==> src/rtl/code_pf_pkg.sv <==
// Shared types and constants for the code-cache line prefetcher.
package code_pf_pkg;

    typedef enum logic [1:0] {
        IDLE  = 2'd0,
        FILL  = 2'd1,
        DRAIN = 2'd2
    } pf_state_e;

    localparam int LINE_WORDS = 8;
    localparam int LINE_BYTES = 32;
    localparam int LINE_OFF_W = $clog2(LINE_BYTES);

    // Code lives in 0x100-0x3FF: any address with bit 9 or bit 8 set.
    function automatic logic in_code_region(input logic [1:0] addr_9_8);
        return addr_9_8[1] | addr_9_8[0];
    endfunction

endpackage

==> src/rtl/code_prefetcher.sv <==
// Line-fill engine: on a code-cache miss, reads the 8-word line holding the
// missed address from SDRAM (up to MAX_OUT reads in flight) and streams the
// returned words, in ascending order, into the cache fill port.
//
// Handshakes: an SDRAM request transfers in any cycle where sd_in_valid is
// high and sd_busy is low; sd_addr is held while the request is blocked.
// SDRAM returns (sd_out_valid) and cache fills (data_in_valid) are one-cycle
// strobes with no back-pressure; returns arrive in request order.
module code_prefetcher #(
    parameter int ADDR_W     = 23,
    parameter int DATA_W     = 32,
    parameter int LINE_WORDS = code_pf_pkg::LINE_WORDS,
    parameter int MAX_OUT    = 2
) (
    input  logic              clk,
    input  logic              rst,
    input  logic              miss_req,
    input  logic [ADDR_W-1:0] miss_addr,
    output logic              busy,
    output logic              sd_in_valid,
    output logic              sd_rw,
    output logic [ADDR_W-1:0] sd_addr,
    input  logic              sd_busy,
    input  logic              sd_out_valid,
    input  logic [DATA_W-1:0] sd_data,
    output logic              data_in_valid,
    output logic [DATA_W-1:0] data_in,
    output logic              done,
    output logic              err,
    output logic [1:0]        dbg_state
);
    import code_pf_pkg::*;

    localparam logic [3:0] LINE_CNT  = 4'(LINE_WORDS);
    localparam logic [3:0] LAST_IDX  = 4'(LINE_WORDS - 1);
    localparam logic [1:0] MAX_OUT_C = 2'(MAX_OUT);

    pf_state_e         state_q, state_d;
    logic [3:0]        issued_q, issued_d;
    logic [3:0]        returned_q, returned_d;
    logic [1:0]        outs_q, outs_d;
    logic [ADDR_W-1:0] base_q, base_d;
    logic [DATA_W-1:0] data_q, data_d;
    logic              fill_q, fill_d;
    logic              done_q, done_d;
    logic              err_q, err_d;
    logic              req_fire;
    logic              ret_fire;

    // Byte-offset bits of the miss address are irrelevant: the line base is aligned.
    logic unused_offset;
    assign unused_offset = ^miss_addr[LINE_OFF_W-1:0];

    assign sd_in_valid = (state_q == FILL) && (issued_q < LINE_CNT) && (outs_q < MAX_OUT_C);
    assign sd_addr     = base_q + ADDR_W'({issued_q, 2'b00});
    assign sd_rw       = 1'b0;
    assign req_fire    = sd_in_valid && !sd_busy;
    // A return with nothing outstanding is stray: dropped and flagged.
    assign ret_fire    = sd_out_valid && (outs_q != 2'd0);

    assign busy          = (state_q != IDLE);
    assign data_in_valid = fill_q;
    assign data_in       = data_q;
    assign done          = done_q;
    assign err           = err_q;
    assign dbg_state     = state_q;

    // Next-state, counter tracking and fill-word capture.
    always_comb begin
        state_d    = state_q;
        issued_d   = issued_q;
        returned_d = returned_q;
        outs_d     = outs_q;
        base_d     = base_q;
        data_d     = data_q;
        fill_d     = 1'b0;
        done_d     = 1'b0;
        err_d      = err_q;

        if (req_fire) begin
            issued_d = issued_q + 4'd1;
        end
        if (ret_fire) begin
            returned_d = returned_q + 4'd1;
            data_d     = sd_data;
            fill_d     = 1'b1;
            done_d     = (returned_q == LAST_IDX);
        end
        if (sd_out_valid && (outs_q == 2'd0)) begin
            err_d = 1'b1;
        end
        // Accept and return together leave the in-flight count unchanged.
        outs_d = outs_q + {1'b0, req_fire} - {1'b0, ret_fire};

        case (state_q)
            IDLE: begin
                if (miss_req && in_code_region(miss_addr[9:8])) begin
                    state_d    = FILL;
                    base_d     = {miss_addr[ADDR_W-1:LINE_OFF_W], LINE_OFF_W'(0)};
                    issued_d   = 4'd0;
                    returned_d = 4'd0;
                    outs_d     = 2'd0;
                end
            end
            FILL: begin
                if (req_fire && (issued_q == LAST_IDX)) begin
                    state_d = DRAIN;
                end
            end
            DRAIN: begin
                // done_q marks the cycle the last word is on the fill port.
                if (done_q) begin
                    state_d = IDLE;
                end
            end
            default: state_d = IDLE;
        endcase
    end

    // State and datapath registers with synchronous reset.
    always_ff @(posedge clk) begin
        if (rst) begin
            state_q    <= IDLE;
            issued_q   <= 4'd0;
            returned_q <= 4'd0;
            outs_q     <= 2'd0;
            base_q     <= '0;
            data_q     <= '0;
            fill_q     <= 1'b0;
            done_q     <= 1'b0;
            err_q      <= 1'b0;
        end else begin
            state_q    <= state_d;
            issued_q   <= issued_d;
            returned_q <= returned_d;
            outs_q     <= outs_d;
            base_q     <= base_d;
            data_q     <= data_d;
            fill_q     <= fill_d;
            done_q     <= done_d;
            err_q      <= err_d;
        end
    end

endmodule

==> config.mk <==
export PLATFORM = sky130hd
export DESIGN_NAME = code_prefetcher
export DESIGN_NICKNAME = d
export VERILOG_FILES = /design/src/rtl/code_pf_pkg.sv /design/src/rtl/code_prefetcher.sv
export SDC_FILE = /design/constraint.sdc
export NUM_CORES = 1
export LEC_CHECK = 0
export ABC_CLOCK_PERIOD_IN_PS = 2800
export BUFFER_PORTS_ARGS = -buffer_cell sky130_fd_sc_hd__clkbuf_2
export CAP_MARGIN = 20
export CORE_ASPECT_RATIO = 1.2
export CORE_MARGIN = 3
export CORE_UTILIZATION = 40
export DETAILED_ROUTE_END_ITERATION = 6
export GPL_TIMING_DRIVEN = 1
export PLACE_DENSITY_LB_ADDON = 0.25
export SYNTH_ARGS = -nofsm -noshare
export SYNTH_HDL_FRONTEND = slang
export SYNTH_SLANG_ARGS = --single-unit
==> constraint.sdc <==
create_clock -name clk -period 2.8 [get_ports clk]
set_input_delay 0.56 -clock clk [delete_from_list [all_inputs] [get_ports clk]]
set_output_delay 0.56 -clock clk [all_outputs]
set_load 0.005 [all_outputs]
Yosys cells after proc, flatten, opt, wreduce, memory -nomap -nowiden
Index checks and enable logic that the tools add are counted.

Memory bits (read-only): 0. Flip-flop bits (word level): 65. Output and inout bits: 63. Memories kept: 0. Logic and storage cells: 53. Latch bits: 0. Input port bits: 60. Memory bits (writable): 0.

Divide/modulo/power cells: 0. Bitwise gates (word level): 2. Reductions and logical operators: 15. Add/sub/neg operators: 5. Multiplexer cells: 13. Multipliers: 0. Shifts and indexed selects: 0. Magnitude comparators: 2. Equal/unequal tests: 7.

Operators by type and width (count): $mux 4 (6); $add 23x6->23 (1); $mux 2 (5); $add 4x1->4 const B (2); $eq 4x3->1 const B (2); $logic_and 1x1->1 (7); $pmux 2 s3 (1); $logic_not 2->1 (2); $lt 4x4->1 const B (1); $ne 2x2->1 const B (2); $reduce_bool 2->1 (2); $reduce_and 3->1 (1); $add 2x1->2 (1); $eq 2x1->1 const B (1); $eq 2x2->1 const B (1); $lt 2x2->1 const B (1); $ne 2x1->1 const B (1); $reduce_and 2->1 (1); $reduce_or 2->1 (1); $sub 2x1->2 (1); $logic_not 1->1 (1); $mux 1 (1); $not 1->1 (1); $or 1x1->1 (1).

Longest topological paths before layout
Gate-level depths: netlist of run 1.

Word-level depth: 8. Depth in mapped cells: 8. Depth with buffers taken out: 7.

Worst setup path before layout of run 1
Ideal clock, no wire load.

Path type: input -> register. From: input sd_out_valid. To: register outs_q[1]. Arrival: 1.961 ns. Path slack: 0.768 ns. Library setup time: 0.071 ns. Data required time: 2.729 ns. Stages: 8. Buffers on the path: 2. Cells stage by stage: o21ai_0 -> buf_2 -> buf_1 -> xnor2_1 -> ha_1 -> xor2_1 -> or3_1 -> a21oi_1.

Longest elaborated chain between the ends: 4.

Ends and longest elaborated chain: from (decl) (RTL line code_prefetcher.sv:24) `input logic sd_out_valid,`; $logic_and 1x1->1 (*) (RTL line code_prefetcher.sv:59) `assign ret_fire = sd_out_valid && (outs_q != 2'd0);`; $sub 2x1->2 (*) (RTL line code_prefetcher.sv:93) `outs_d = outs_q + {1'b0, req_fire} - {1'b0, ret_fire};`; $mux 2 (RTL line code_prefetcher.sv:97) `if (miss_req && in_code_region(miss_addr[9:8])) begin`; $mux 2 (*) (RTL line code_prefetcher.sv:95) `case (state_q)`; to (signal assigned) (RTL line code_prefetcher.sv:136) `outs_q <= outs_d;`; to (decl) (RTL line code_prefetcher.sv:41) `logic [1:0] outs_q, outs_d;`.

Every way passes the cells marked *; elsewhere a longest branch is shown, timed or not. A chain may end at the register's enable or synchronous reset.

Worst setup path after layout of run 1
From: register issued_q[3]. To: output sd_addr[17].

Longest elaborated chain between the ends: 1.

Ends and longest elaborated chain: from (decl) (RTL line code_prefetcher.sv:39) `logic [3:0] issued_q, issued_d;`; from (signal assigned) (RTL line code_prefetcher.sv:134) `issued_q <= issued_d;`; $add 23x6->23 (RTL line code_prefetcher.sv:55) `assign sd_addr = base_q + ADDR_W'({issued_q, 2'b00});`; to (decl) (RTL line code_prefetcher.sv:22) `output logic [ADDR_W-1:0] sd_addr,`.

Every way passes these cells.

==> flow_metrics.tcl, run 1 <==
set metrics [dict create \
    synthTopCellsByArea "dfxtp_1, nand2_1, a21oi_1" \
    syn_to_final_growth_pct 28.1 \
    routed-via-count 2489 \
    required_ns 2.24 \
    clock_skew_ns 0.00450 \
    gp_congestion 0.803 \
    tightest_slew_ns 0.508 \
    dp_hpwl_um 4450 \
    hold_start "returned_q[3]" \
    grt_max_degree 44 \
    synth-seq-cells 65 \
    clock-sinks 65 \
    fin_crit_ns 2.60 \
    max-cap-violations 0 \
    yosysMostFrequentCell "nand2_1" \
    grt_pass1_vias 2240 \
    synth_ff_type "dfxtp_1" \
    core_mm2 0.00649 \
    place_ws_ns 0.493 \
    finalSetupViolCount 0 \
    ys_seq_area_share_pct 48.4 \
    cp-start-kind "flop" \
    io_buffers 114 \
    hold_depth 1 \
    pin_count 123 \
    cts_buffer_depth 2 \
    rr_startpoint "outs_q[1]" \
    drtIter0Drc 49 \
    grt_antenna_before_repair 0 \
    vdd_drop_max_mv 0.277 \
    syn-cell-area_mm2 0.00269 \
    status "finished clean" \
    hold_ws_ns 0.448 \
    fmax_mhz 384 \
    netlist_instances 332 \
    grt_use_total_pct 16.1 \
    synth_top_area_share_pct 48.4 \
    timing.reg2reg.setup_slack_ns 0.71 \
    reg2reg_depth 7 \
    die-width_um 80.8 \
    power_density_mw_per_mm2 554 \
    post_cts_buffers 0 \
    postLayoutCoreUtil_pct 53.1 \
    critPathArrivalTime_ns 2.04 \
    fillCellCount 672 \
    wl_per_cell_um 11.5 \
    cts_made_buffers 9 \
    nNetsFinal 502 \
    setup_tns_ns 0 \
    clock_latency_ns 0.32 \
    fin_cells 525 \
    period_share_pct 92.9 \
    crit_fanout 4 \
    hold_violations 0 \
    clk_pin_slew_ns 0.06 \
    synth_common_cells "nand2_1, dfxtp_1, a21oi_1" \
    die_h_um 95.8 \
    grt_pass1_wl_um 9810 \
    hold_end "done" \
    ys_types 32 \
    worstSetupPathType "flop to output pin" \
    dp_cells 511 \
    cts_tree "done" \
    rsz0062_at_grt "false" \
    drv_slew 0 \
    cts_max_level 3 \
    relSlewSlack_pct 66.2 \
    die_area_mm2 0.00774 \
    antenna_left 0 \
    synthArstFlopShare_pct 0 \
    drt-pass1-iter-count 4 \
    routed_wirelength_um 6060 \
    drc 0 \
    initial_core_util_pct 41.4 \
    cp-end-kind "output pin" \
    ctsRootBufferMaster "clkbuf_8" \
    hold_path.class "flop to flop" \
    r2r-end "outs_q[1]" \
    setup_ws_ns 0.198 \
    postCtsHoldBufs 0 \
    yosysWarnings 0 \
    viasPerCell 4.74 \
    layout-drive-gt1-share_pct 30.5 \
    diodes 0 \
    synth_edf_count 0 \
    leakage_nw 1.55 \
    rows 32 \
    synth_top_cell_by_area "dfxtp_1" \
    avgSynthCellArea_um2 8.10 \
    overflow 0 \
]
==> critical path, cell delays in order (launching register included) <==
cell      delay, ns
dfxtp_1        0.42
ha_1           0.23
ha_1           0.18
and3_1         0.25
and3_2         0.25
nand4_1        0.12
xnor2_1        0.14
clkbuf_2       0.13
==> final cells by class <==
class | instances | area (µm²) | area share (%)
flip-flops and latches | 65 | 1300 | 37.8
multi-input cells | 240 | 1260 | 36.6
repair buffers | 118 | 601 | 17.4
clock buffers | 14 | 163 | 4.73
well taps | 85 | 106 | 3.09
inverters | 3 | 11.3 | 0.327
==> metrics by stage <==
step           area (µm²)  total power, mW
2_1_floorplan        2700             1.16
3_3_place_gp         3280             1.26
3_5_place_dp         3280             1.27
4_1_cts              3440             1.94
5_1_grt              3440             2.01
6_report             3440             1.91
==> flip-flops by register name, summed over array words and instances (netlist names) <==
signal / cells
base_q: 18
data_in: 32
data_in_valid: 1
dbg_state: 2
done: 1
err: 1
issued_q: 4
outs_q: 2
returned_q: 4
==> layout by cell type, fill, tap and decap left out <==
master,synthesis,layout
o211a_1,1,1
inv_1,3,3
xnor2_1,15,15
nor2_1,13,13
nand2_1,110,110
o21a_1,1,1
nand4_1,4,4
nand3_1,4,4
dfxtp_1,65,65
a21oi_1,55,55
a41oi_1,1,1
o21ai_0,2,1
o21ai_2,0,1
or3_1,1,1
conb_1,1,3
and4_1,3,3
xor2_1,7,7
nor4_4,1,1
clkbuf_8,0,11
clkbuf_2,0,114
and3_1,5,4
nand2b_1,1,1
nor3b_1,1,1
and3_2,0,1
buf_4,6,4
nor4_1,1,1
clkbuf_1,7,3
ha_1,5,5
or3b_1,1,1
mux2i_1,1,1
nor2_8,1,1
o211ai_1,1,1
or4b_4,1,1
nor3_1,1,1
==> metal layers <==
layer  GRT usage [%]  routed length [µm]
met1            19.6                2630
met4            6.76                  62
met3            5.24                 518
met5               0                   0
met2            25.9                2850
==> worst max path at each step <==
stage                  from           to  slack, ns  cells past startpoint
3_3_place_gp    issued_q[3]  sd_addr[17]       0.51                      7
6_report        issued_q[3]  sd_addr[17]       0.20                      7
3_5_place_dp    issued_q[3]  sd_addr[17]       0.49                      7
2_1_floorplan  sd_out_valid    outs_q[1]       0.77                      8
5_1_grt         issued_q[3]  sd_addr[17]       0.01                      7
4_1_cts         issued_q[3]  sd_addr[17]       0.13                      7
==> repair_timing <==
action / in CTS / in global routing
resized for setup: 0 / 1
setup endpoints to repair: 0 / 1
endpoints found under the hold margin: 0 / 0
==> power breakdown <==
group	internal [mW]	leakage, nW	switching [mW]	total, mW
Sequential	0.970	0.528	0.0341	1.00
Combinational	0.108	0.939	0.129	0.238
Clock	0.361	0.0826	0.304	0.665
Total	1.44	1.55	0.467	1.91
==> logic make-up after synthesis <==
| kind of cell | after synthesis | share of synthesized area [%] |
|---|---|---|
| buffers and inverters | 29 | 5.17 |
| xor gates and xnor gates | 22 | 7.17 |
| AOI/OAI and AO/OA | 61 | 11.9 |
| adders and majority gates | 5 | 2.33 |
| muxes | 1 | 0.372 |
| DFF | 65 | 48.4 |
| other | 1 | 0.140 |
| and+or+nand+nor | 148 | 24.5 |
Note: power is estimated with default switching activity, not from simulation.
==> run 2: changes to the inputs <==
PLACE_DENSITY = 0.82   (was not set)
PLACE_DENSITY_LB_ADDON = not set   (was 0.25)
==> run 2 against run 1 <==
Sequential share of layout area about the same; die area unchanged; core utilization increased by 0.096 points; final cell count decreased by 0.19%; largest power group unchanged; routed wire length increased by 4.1%; register-to-register slack about the same; critical path depth unchanged; maximum frequency about the same; sequential cell count unchanged; non-clock buffer count unchanged; sequential power about the same.
==> flow_metrics.tcl, run 2 (same netlist as run 1, synthesis figures left out) <==
set metrics [dict create \
    overflow 0 \
    final_cell_mix "clkbuf_2, nand2_1, dfxtp_1, a21oi_1, xnor2_1" \
    hold_path.class "input port to flop" \
    cts_made_buffers 9 \
    hold_violations 0 \
    grt_pass1_wl_um 10100 \
    fmax_mhz 384 \
    drt-pass1-iter-count 5 \
    dp_hpwl_um 4650 \
    power_density_mw_per_mm2 559 \
    worstSetupPathType "flop to output pin" \
    rows 32 \
    power_mw 1.93 \
    grt_use_total_pct 16.5 \
    grt_antenna_before_repair 0 \
    syn_to_final_growth_pct 28.3 \
    die_h_um 95.8 \
    cp-start-kind "flop" \
    fin_crit_ns 2.60 \
    period_share_pct 93.0 \
    die-width_um 80.8 \
    status "finished clean" \
    routed-via-count 2506 \
    rsz0062_at_grt "false" \
    p_int_mw 1.46 \
    ctsRootBufferMaster "clkbuf_8" \
    pin_count 123 \
    drtIter0Drc 65 \
    required_ns 2.24 \
    io_buffers 114 \
    final_area_mm2 0.00345 \
    power_frac_seq_pct 52.1 \
    relSlewSlack_pct 56.5 \
    cts_tree "done" \
    largest_reg_flops 32 \
    clock_skew_ns 0.00652 \
    max-cap-violations 0 \
    antenna_left 0 \
    layout_commonest_cell "clkbuf_2" \
    cpPeakStageDelay_ns 0.38 \
    viasPerCell 4.78 \
    pwr-share-clk_pct 35.6 \
    initial_core_util_pct 41.4 \
    cp_top_family "simple AND/OR/NAND/NOR gates" \
    diodes 0 \
    clock_latency_ns 0.32 \
    drc 0 \
    grt_pass1_vias 2323 \
    crit_slowest_cell "dfxtp_2" \
    critPathArrivalTime_ns 2.04 \
    cp-end-kind "output pin" \
    leakage_nw 1.56 \
    clk_pin_slew_ns 0.07 \
    finalSetupViolCount 0 \
    die_area_mm2 0.00774 \
    hold_ws_ns 0.447 \
    routed_wirelength_um 6310 \
    fillCellCount 614 \
    grt_max_degree 38 \
    wl_per_cell_um 12.0 \
    cts_max_level 3 \
    switching_share_pct 24.4 \
    layout-drive-gt1-share_pct 30.8 \
    vdd_drop_max_mv 0.292 \
    post_dp_cell_area_mm2 0.00328 \
    crit_buf_inv 1 \
    clock-sinks 65 \
    core_mm2 0.00649 \
    worstPathCellList "ha_1 > ha_1 > and3_1 > and3_1 > nand4_1 > xnor2_1 > clkbuf_2" \
    gp_congestion 0.798 \
    setup_tns_ns 0 \
    p_switching_uw 471 \
    drv_slew 0 \
    crit_fanout 4 \
    combPwrFrac_pct 12.3 \
    tightest_slew_ns 0.649 \
    nNetsFinal 502 \
    cts_buffer_depth 2 \
]
-- run 2: changes by cell type in the layout (fill, tap and decap cells not counted), sizes merged --
| cell | change |
|---|---|
| clkbuf | -1 |
-- run 2: tightest hold or removal path, cell delays in order --
cell and delay, ns:
clkbuf_2 0.08, nand2_1 0.04, a21oi_1 0.05
-- run 2: final timing paths --
kind                  to  cells after the start  slack [ns]     startpoint
min reg2reg         done                      1        0.45  returned_q[3]
max          sd_addr[17]                      7        0.20    issued_q[3]
min          data_in[25]                      3        0.45    sd_data[25]
max reg2reg    outs_q[1]                      7        0.72   dbg_state[1]
-- run 2: stage by stage --
step	util [%]	cells	setup slack, ns
6_report	53.2	524	0.195
2_1_floorplan	-	334	0.768
3_5_place_dp	50.5	511	0.451
3_3_place_gp	50.5	511	0.527
5_1_grt	53.2	524	0.0191
4_1_cts	53.1	524	0.0749
-- run 2: timing repair --
item / in CTS / in global routing
hold buffers: 0 / 0
setup endpoints to repair: 0 / 3
endpoints found under the hold margin: 0 / 0
gates resized for setup: 0 / 1
buffers inserted: 0 / 0
-- run 2: power groups by stage --
stage                     Combinational [mW]  Clock, mW  Sequential (mW)
after floorplan                        0.137          0             1.02
after global placement                 0.234          0             1.02
after detailed placement               0.242          0             1.02
after CTS                              0.243      0.717             1.00
after global routing                   0.272      0.748             1.01
final                                  0.238      0.686             1.00
-- run 2: final cells by class --
type | instances | area (µm²) | area share, %
Inverter | 3 | 11.3 | 0.327
Multi-Input combinational cell | 240 | 1260 | 36.5
Sequential cell | 65 | 1300 | 37.8
Clock buffer | 13 | 169 | 4.90
Tap cell | 85 | 106 | 3.08
Timing Repair Buffer | 118 | 601 | 17.4
-- run 2: per-layer routing --
metal / global-route usage (%) / vias to the layer above / part of all wire (%)
li1: - / 1286 / -
met3: 4.78 / 11 / 6.4
met5: 0 / - / 0
met1: 18.8 / 1135 / 42
met2: 28.7 / 74 / 50
met4: 6.34 / 0 / 1.5
